File: src/rtl/psum_axis_packer.sv
// psum_axis_packer: 2-deep psum vector FIFO drained as an AXI-Stream word sequence.
// Define PSUM_PACKER_DROP_CNT_EN to build the saturating dropped-vector counter.
module psum_axis_packer #(
  parameter int MAC_NUM              = 256,
  parameter int C_M_AXIS_TDATA_WIDTH = 32
) (
  input  logic                                clk,
  input  logic                                rst,
  input  logic [5*MAC_NUM-1:0]                psum_out,
  input  logic                                psum_valid,
  input  logic [15:0]                         vectors_per_frame,
  output logic                                M_AXIS_TVALID,
  output logic [C_M_AXIS_TDATA_WIDTH-1:0]     M_AXIS_TDATA,
  output logic [C_M_AXIS_TDATA_WIDTH/8-1:0]   M_AXIS_TSTRB,
  output logic                                M_AXIS_TLAST,
  input  logic                                M_AXIS_TREADY,
  output logic                                overflow,
  output logic                                frame_done,
  output logic                                busy,
  output logic [15:0]                         drop_count
);

  localparam int DW = C_M_AXIS_TDATA_WIDTH;
  localparam int W  = 5 * MAC_NUM / DW;
  localparam int IW = (W > 1) ? $clog2(W) : 1;
  localparam logic [IW-1:0] LAST_W = IW'(W - 1);

  typedef enum logic {IDLE, SEND} state_t;
  typedef logic [W-1:0][DW-1:0] vec_t;

  vec_t          mem_q [2];
  logic          wr_ptr_q;
  logic          rd_ptr_q;
  logic [1:0]    count_q;
  logic [1:0]    count_nxt;
  state_t        state_q;
  logic [IW-1:0] word_q;
  logic [15:0]   vec_cnt_q;
  logic [15:0]   frame_len_q;
  logic [15:0]   len_in;
  logic [15:0]   frame_len;
  logic          last_vec;
  logic          hs;
  logic          last_hs;
  logic          push;
  logic          drop;

  // First word of a frame uses the live length; later words use the latched one
  assign len_in    = (vectors_per_frame == 16'd0) ? 16'd1 : vectors_per_frame;
  assign frame_len = (vec_cnt_q == 16'd0 && word_q == '0) ? len_in : frame_len_q;
  assign last_vec  = (vec_cnt_q == frame_len - 16'd1);

  assign M_AXIS_TVALID = (state_q == SEND);
  assign hs            = M_AXIS_TVALID & M_AXIS_TREADY;
  assign last_hs       = hs & (word_q == LAST_W);

  // A full FIFO still accepts when the head vector retires this cycle
  assign push      = psum_valid & ((count_q != 2'd2) | last_hs);
  assign drop      = psum_valid & ~push;
  assign count_nxt = count_q + {1'b0, push} - {1'b0, last_hs};

  assign M_AXIS_TDATA = M_AXIS_TVALID ? mem_q[rd_ptr_q][word_q] : '0;
  assign M_AXIS_TLAST = M_AXIS_TVALID & (word_q == LAST_W) & last_vec;
  assign M_AXIS_TSTRB = '1;
  assign busy         = (count_q != 2'd0);

  always_ff @(posedge clk) begin
    if (push) mem_q[wr_ptr_q] <= psum_out;
  end

  always_ff @(posedge clk) begin
    if (rst) begin
      state_q     <= IDLE;
      count_q     <= '0;
      wr_ptr_q    <= 1'b0;
      rd_ptr_q    <= 1'b0;
      word_q      <= '0;
      vec_cnt_q   <= '0;
      frame_len_q <= '0;
      overflow    <= 1'b0;
      frame_done  <= 1'b0;
    end else begin
      count_q    <= count_nxt;
      overflow   <= overflow | drop;
      frame_done <= last_hs & last_vec;
      if (push) wr_ptr_q <= ~wr_ptr_q;
      if (last_hs) rd_ptr_q <= ~rd_ptr_q;
      if (hs) word_q <= last_hs ? '0 : word_q + 1'b1;
      if (hs && word_q == '0 && vec_cnt_q == 16'd0)
        frame_len_q <= len_in;
      if (last_hs)
        vec_cnt_q <= last_vec ? 16'd0 : vec_cnt_q + 16'd1;
      unique case (state_q)
        IDLE: if (count_nxt != 2'd0) state_q <= SEND;
        SEND: if (last_hs && count_nxt == 2'd0) state_q <= IDLE;
        default: state_q <= IDLE;
      endcase
    end
  end

`ifdef PSUM_PACKER_DROP_CNT_EN
  logic [15:0] drop_cnt_q;

  always_ff @(posedge clk) begin
    if (rst)
      drop_cnt_q <= '0;
    else if (drop && drop_cnt_q != 16'hFFFF)
      drop_cnt_q <= drop_cnt_q + 16'd1;
  end

  assign drop_count = drop_cnt_q;
`else
  assign drop_count = 16'd0;
`endif

endmodule

File: config.mk
export PLATFORM = sky130hd
export DESIGN_NAME = psum_axis_packer
export DESIGN_NICKNAME = d
export VERILOG_FILES = /design/src/rtl/psum_axis_packer.sv
export SDC_FILE = /design/constraint.sdc
export NUM_CORES = 2
export LEC_CHECK = 0
export BUFFER_PORTS_ARGS = -buffer_cell sky130_fd_sc_hd__buf_2
export CAP_MARGIN = 20
export CORE_MARGIN = 8
export CORE_UTILIZATION = 30
export DETAILED_ROUTE_END_ITERATION = 12
export PLACE_DENSITY_LB_ADDON = 0.25
export SETUP_SLACK_MARGIN = 0.4
export SYNTH_ARGS = -nofsm -noshare
export SYNTH_HDL_FRONTEND = slang
export SYNTH_SLANG_ARGS = --single-unit
File: constraint.sdc
create_clock -name clk -period 88.2 [get_ports clk]
set_input_delay 13.23 -clock clk [delete_from_list [all_inputs] [get_ports clk]]
set_output_delay 13.23 -clock clk [all_outputs]
set_load 0.005 [all_outputs]
; ---- Word level (Yosys, flattened, before mapping)
; Memory sizes are Yosys's and may differ from the RTL's. A register that Yosys moved wholly into a read port is not among the register bits.
; Cells that the tools add are included.
[classes]
n_eq_ne = 3
n_shift = 0
multipliers = 0
mux = 14
n_lt_le_gt_ge = 1
n_reduce_logical = 10
div = 0
add_sub_neg = 5
bitwise_logic = 13
[ops]
columns = cell, count
row1 = $bmux W32 S6, 1
row2 = $mux W32, 2
row3 = $mux W16, 3
row4 = $logic_not A16 Y1, 2
row5 = $add A16 B1 Y16 const B, 1
row6 = $eq A16 B16 Y1, 1
row7 = $sub A16 B1 Y16 const B, 1
row8 = $and A1 B1 Y1, 7
row9 = $lt A6 B7 Y1 const B, 1
row10 = $add A6 B1 Y6 const B, 1
row11 = $eq A6 B6 Y1 const B, 1
row12 = $logic_not A6 Y1, 1
row13 = $mux W1, 6
row14 = $mux W6, 1
row15 = $logic_and A1 B1 Y1, 4
row16 = $not A1 Y1, 4
row17 = $reduce_bool A2 Y1, 2
row18 = $add A2 B1 Y2, 1
row19 = $logic_not A2 Y1, 1
row20 = $ne A2 B2 Y1 const B, 1
row21 = $or A1 B1 Y1, 2
row22 = $pmux W1 S2, 1
row23 = $sub A2 B1 Y2, 1
[totals]
wordCells = 56
romBits = 0
memories = 1
regBits = 45
output_inout_bits = 57
latch_bits = 0
ramBits = 2560
inputBits = 1300
[mem_list]
columns = name, depth, width, read_ports, rd_clocked_by_memory_dff, write_ports, line
row1 = mem_q, 2, 1280, 1, 1, 1, 31  ; vec_t mem_q [2];

; ---- Logic depth before layout (Yosys ltp)
[depth]
ltp_word = 10
depth_mapped = 23
depth_no_buf = 15

; ---- Worst setup path after synthesis
; OpenSTA, ideal clock, no wires.
[synth_path]
path_kind = input-to-reg
startpoint = input M_AXIS_TREADY
endpoint = memory mem_q[0][0] (netlist name), enable pin
setup_ns = 2.972
path_buffers = 1
required_time_ns = 85.228
arrival_time_ns = 67.025
path_stages = 5
slack_ns = 18.204
path_cell_list = and3_1 > and3_1 > clkbuf_1 > o21ai_0 > nor2_1
[synth_via]
elab_chain_len = 6
[synth_rtl]
columns = item, line
row1 = from (decl), 16  ; input logic M_AXIS_TREADY,
row2 = $and A1 B1 Y1, 54  ; assign hs = M_AXIS_TVALID & M_AXIS_TREADY;
row3 = $and A1 B1 Y1, 55  ; assign last_hs = hs & (word_q == LAST_W);
row4 = $or A1 B1 Y1, 58  ; assign push = psum_valid & ((count_q != 2'd2) | last_hs);
row5 = $and A1 B1 Y1, 58
row6 = $mux W1, 68  ; if (push) mem_q[wr_ptr_q] <= psum_out;
row7 = $mux W1 (not written as such), 68
row8 = to (decl), 31
; Every way passes these cells.

; ---- Worst setup path in the final report
[layout_path]
startpoint = input vectors_per_frame[8]
endpoint = output M_AXIS_TLAST
[layout_via]
elab_chain_len = 6
[layout_rtl]
columns = item, line
row1 = from (decl), 11  ; input logic [15:0] vectors_per_frame,
row2 = $logic_not A16 Y1, 49  ; assign len_in = (vectors_per_frame == 16'd0) ? 16'd1 : vectors_per_frame;
row3 = $mux W16 (*), 49
row4 = $mux W16 (*), 50  ; assign frame_len = (vec_cnt_q == 16'd0 && word_q == '0) ? len_in : frame_len_q;
row5 = $sub A16 B1 Y16 (*), 51  ; assign last_vec = (vec_cnt_q == frame_len - 16'd1);
row6 = $eq A16 B16 Y1 (*), 51
row7 = $and A1 B1 Y1 (*), 63  ; assign M_AXIS_TLAST = M_AXIS_TVALID & (word_q == LAST_W) & last_vec;
row8 = to (decl), 15  ; output logic M_AXIS_TLAST,
; Mark *: on every way between the ends. The rest lies on a longest branch, timed or not.

==> metrics.md <==
| Metric | Value |
|---|---|
| Die X | `roughly 600 µm` |
| Nets | `7209` |
| First-pass GRT wire length | `462000 µm` |
| Most common cell after layout, fill and taps aside | `edfxtp_1` |
| Worst-margin pin slew | `1.20 ns` |
| Post-CTS setup buffers | `0` |
| WP data arrival | `16.62 ns` |
| PD cells | `24.6 nW/µm²` |
| Clock Sinks | `2606` |
| Status | `finished clean` |
| Starting Density | `30.2%` |
| Count of different cell masters after synthesis | `65` |
| Pin count of the biggest net entering global routing | `between 150 and 200` |
| Setup TNS Final | `0 ns` |
| Worst path required time | `approximately 75 ns` |
| Lkg Pwr | `41.3 nW` |
| Most frequent cells in the layout | `2560 x edfxtp_1, 1336 x buf_2, 704 x mux4_2` |
| Worst skew pair latency | `around 0.91 ns` |
| Unrepaired setup endpoints after global routing | `false` |
| Share of cells above drive strength 1 | `42.7%` |
| Cell Area, Synth | `about 100000 µm²` |
| Max cap viols | `0` |
| Routability cong. | `0.825` |
| Final WL | `344000 µm` |
| Antenna Violating Nets Remaining | `0` |
| Die height | `595 µm` |
| Initial DRC count | `5187` |
| Detail Placement HPWL | `254000 µm` |
| Hold Buf Count CTS | `0` |
| Slowest stage cell, crit path | `or3_4` |
| Syn Area/Cell | `22.9 µm²` |
| Worst path cell trace | `buf_2 -> or3_4 -> nor4_4 -> a31o_2 -> mux2i_1 -> ha_1 -> nand2b_1 -> nor3_1 -> nand4_1 -> o21ai_0 -> a2111oi_0 -> a31o_1 -> nand4_1 -> nor3_1 -> buf_2` |
| CORE AREA | `334000 µm²` |
| Final hold vios | `0` |
| Max FO, Critical Path | `6` |
| Final design utilization | `36.8%` |
| CP Capture Type | `primary output` |
| Final Critical Period | `29.85 ns` |
| Vias/cell | `4.96` |
| WS Path Type | `input pin to primary output` |
| Critical path's top delay family | `simple AND/OR/NAND/NOR gates` |
| Hold WC Path Type | `flip-flop to flip-flop` |
| Drt pass-1 iters | `5` |
| Post-CTS resize count | `0` |
| Pins Over Slew Limit | `0` |
| Slew HR | `19.6%` |
| Rows | `212` |
| Sequential element share of the synthesized area | `just under 80%` |
| Synthesis-to-layout area growth | `21.9%` |
| CTS Buffer Depth | `4` |
| Number of I/O pins | `1357` |
| Worst hold slack | `0.480 ns` |
| Max IR drop VDD | `between 0.015 and 0.02 mV` |
| Final worst path period share | `33.8%` |
| Synthesized netlist cell count | `4397` |
| Routed len/inst | `32.1 µm` |
| CTS Buf Count | `295` |
| Die area | `354000 µm²` |
| Vias in the first global route | `55.1k` |
| Final global-route overflow total | `0` |
| FF+latch count, synth | `2606` |
| H-tree depth | `5` |
| Synth Flop Type | `edfxtp_1` |
| Startpoint types | `input pin` |
| EDFF count, synth | `2560` |
| Initial antenna violation count | `503` |
| Final setup fails | `0` |
| DR vias | `53.1k` |
| CP Buf/Inv Count | `2` |
| Yosys Warn Count | `0` |
| TritonCTS clock tree | `done` |
| Max Clock Freq | `between 0.03 and 0.04 GHz` |
| DRC violations left | `0` |
| Async set or reset register ratio after synthesis | `0%` |
| Clock tree root buffer cell | `clkbuf_16` |
| Biggest cell delay along the critical path | `0.44 ns` |
| Port bufs | `about 1.3k` |
| Setup Skew | `between 0.05 and 0.06 ns` |
| All-Layer GR Usage | `18.7%` |
| Clock slew at reported path FFs | `0.06 ns` |
## cell usage after synthesis (all sizes together) (2+ instances only)
library cell | n | area [µm²]
a2111oi | 2 | 17.5
a211o | 3 | 26.3
a211oi | 6 | 45.0
a21o | 3 | 22.5
a21oi | 132 | 661
a31o | 2 | 17.5
a31oi | 2 | 12.5
and2 | 4 | 25.0
and3 | 11 | 68.8
and4 | 2 | 17.5
buf | 135 | 723
clkbuf | 128 | 482
conb | 2 | 7.51
dfxtp | 46 | 921
edfxtp | 2560 | 76900
ha | 6 | 75.1
inv | 13 | 48.8
mux2 | 32 | 360
mux2i | 165 | 1650
mux4 | 704 | 15900
nand2 | 44 | 173
nand2b | 15 | 93.8
nand3 | 22 | 110
nand4 | 10 | 62.6
nor2 | 32 | 128
nor2b | 38 | 238
nor3 | 47 | 246
nor4 | 8 | 83.8
o21ai | 51 | 255
o221ai | 32 | 280
o22ai | 64 | 400
o311ai | 2 | 17.5
o31a | 2 | 17.5
or2 | 3 | 18.8
or3 | 9 | 61.3
or4 | 2 | 22.5
xnor2 | 30 | 263
xor2 | 14 | 123
## worst register-to-register path, stage by stage, from the launching register on
cell,delay [ns]
dfxtp_4,0.52
nor2b_4,0.85
buf_4,0.46
and3_1,0.51
o21ai_0,0.39
nor2_4,0.68
buf_4,0.86
buf_4,0.79
buf_4,0.94
buf_4,0.88
buf_4,0.73
buf_4,0.91
buf_4,0.84
## routing by layer
metal / wire (µm) / global-route usage [%] / up-vias
li1: - / - / 22106
met1: 128000 / 22.2 / 27360
met2: 170000 / 32.1 / 2374
met3: 33100 / 6.74 / 991
met4: 11800 / 5.25 / 236
met5: 1500 / 0 / -
## worst paths after layout
check,depth (start not counted),from,end,slack (ns)
worst min-delay path,2,frame_len_q[7],frame_len_q[7],0.48
worst min register to register,2,frame_len_q[7],frame_len_q[7],0.48
worst max-delay path,15,vectors_per_frame[8],M_AXIS_TLAST,58.35
worst max register to register,12,word_q[5],mem_q[1][801],78.41
## cell type report
type,instances,area (µm²)
Tap cell,4387,5490
Multi-Input combinational cell,1533,21800
Clock buffer,370,7720
Clock inverter,161,1620
Fill cell,31012,211000
Timing Repair Buffer,1454,7740
Inverter,13,56.3
Antenna cell,182,455
Sequential cell,2606,77800
## kinds of logic (layout without fill, tap and decap cells)
logic type / count (synthesis) / after routing / share of synthesized area, %
other: 2 / 202 / 0.00746
buffers and inverters: 276 / 1998 / 1.25
xor gates and xnor gates: 44 / 44 / 0.383
AOI/OAI and AO/OA: 313 / 313 / 1.87
DFF: 2606 / 2606 / 77.3
adders and majority gates: 6 / 6 / 0.0746
and+or+nand+nor: 249 / 249 / 1.36
muxes: 901 / 901 / 17.8
## power breakdown
group          switching, mW  total (mW)  leakage [nW]  internal, mW
logic                  0.204       0.335          12.5         0.131
registers             0.0223        1.50          24.3          1.48
clock network          0.505        1.19          4.51         0.682
total                  0.732        3.02          41.3          2.29
## flip-flops by register name, indices dropped and copies added (netlist names), named ones only
signal / flops
mem_q: 2560
count_q: 2
frame_len_q: 16
frame_done: 1
overflow: 1
word_q: 6
rd_ptr_q: 1
vec_cnt_q: 16
wr_ptr_q: 1
M_AXIS_TVALID: 1
## stage by stage
step / std cells / setup slack [ns] / instance area (µm²) / total power [mW]
global route: 10566 / 58.10 / 122000 / 3.13
floorplan: 4415 / 18.20 / 101000 / 1.93
finish: 10706 / 58.35 / 123000 / 3.02
global placement: 9987 / 58.35 / 113000 / 1.86
detailed placement: 9988 / 58.36 / 113000 / 1.87
CTS: 10519 / 58.35 / 122000 / 3.07
Power figures use the tool's default switching activity.
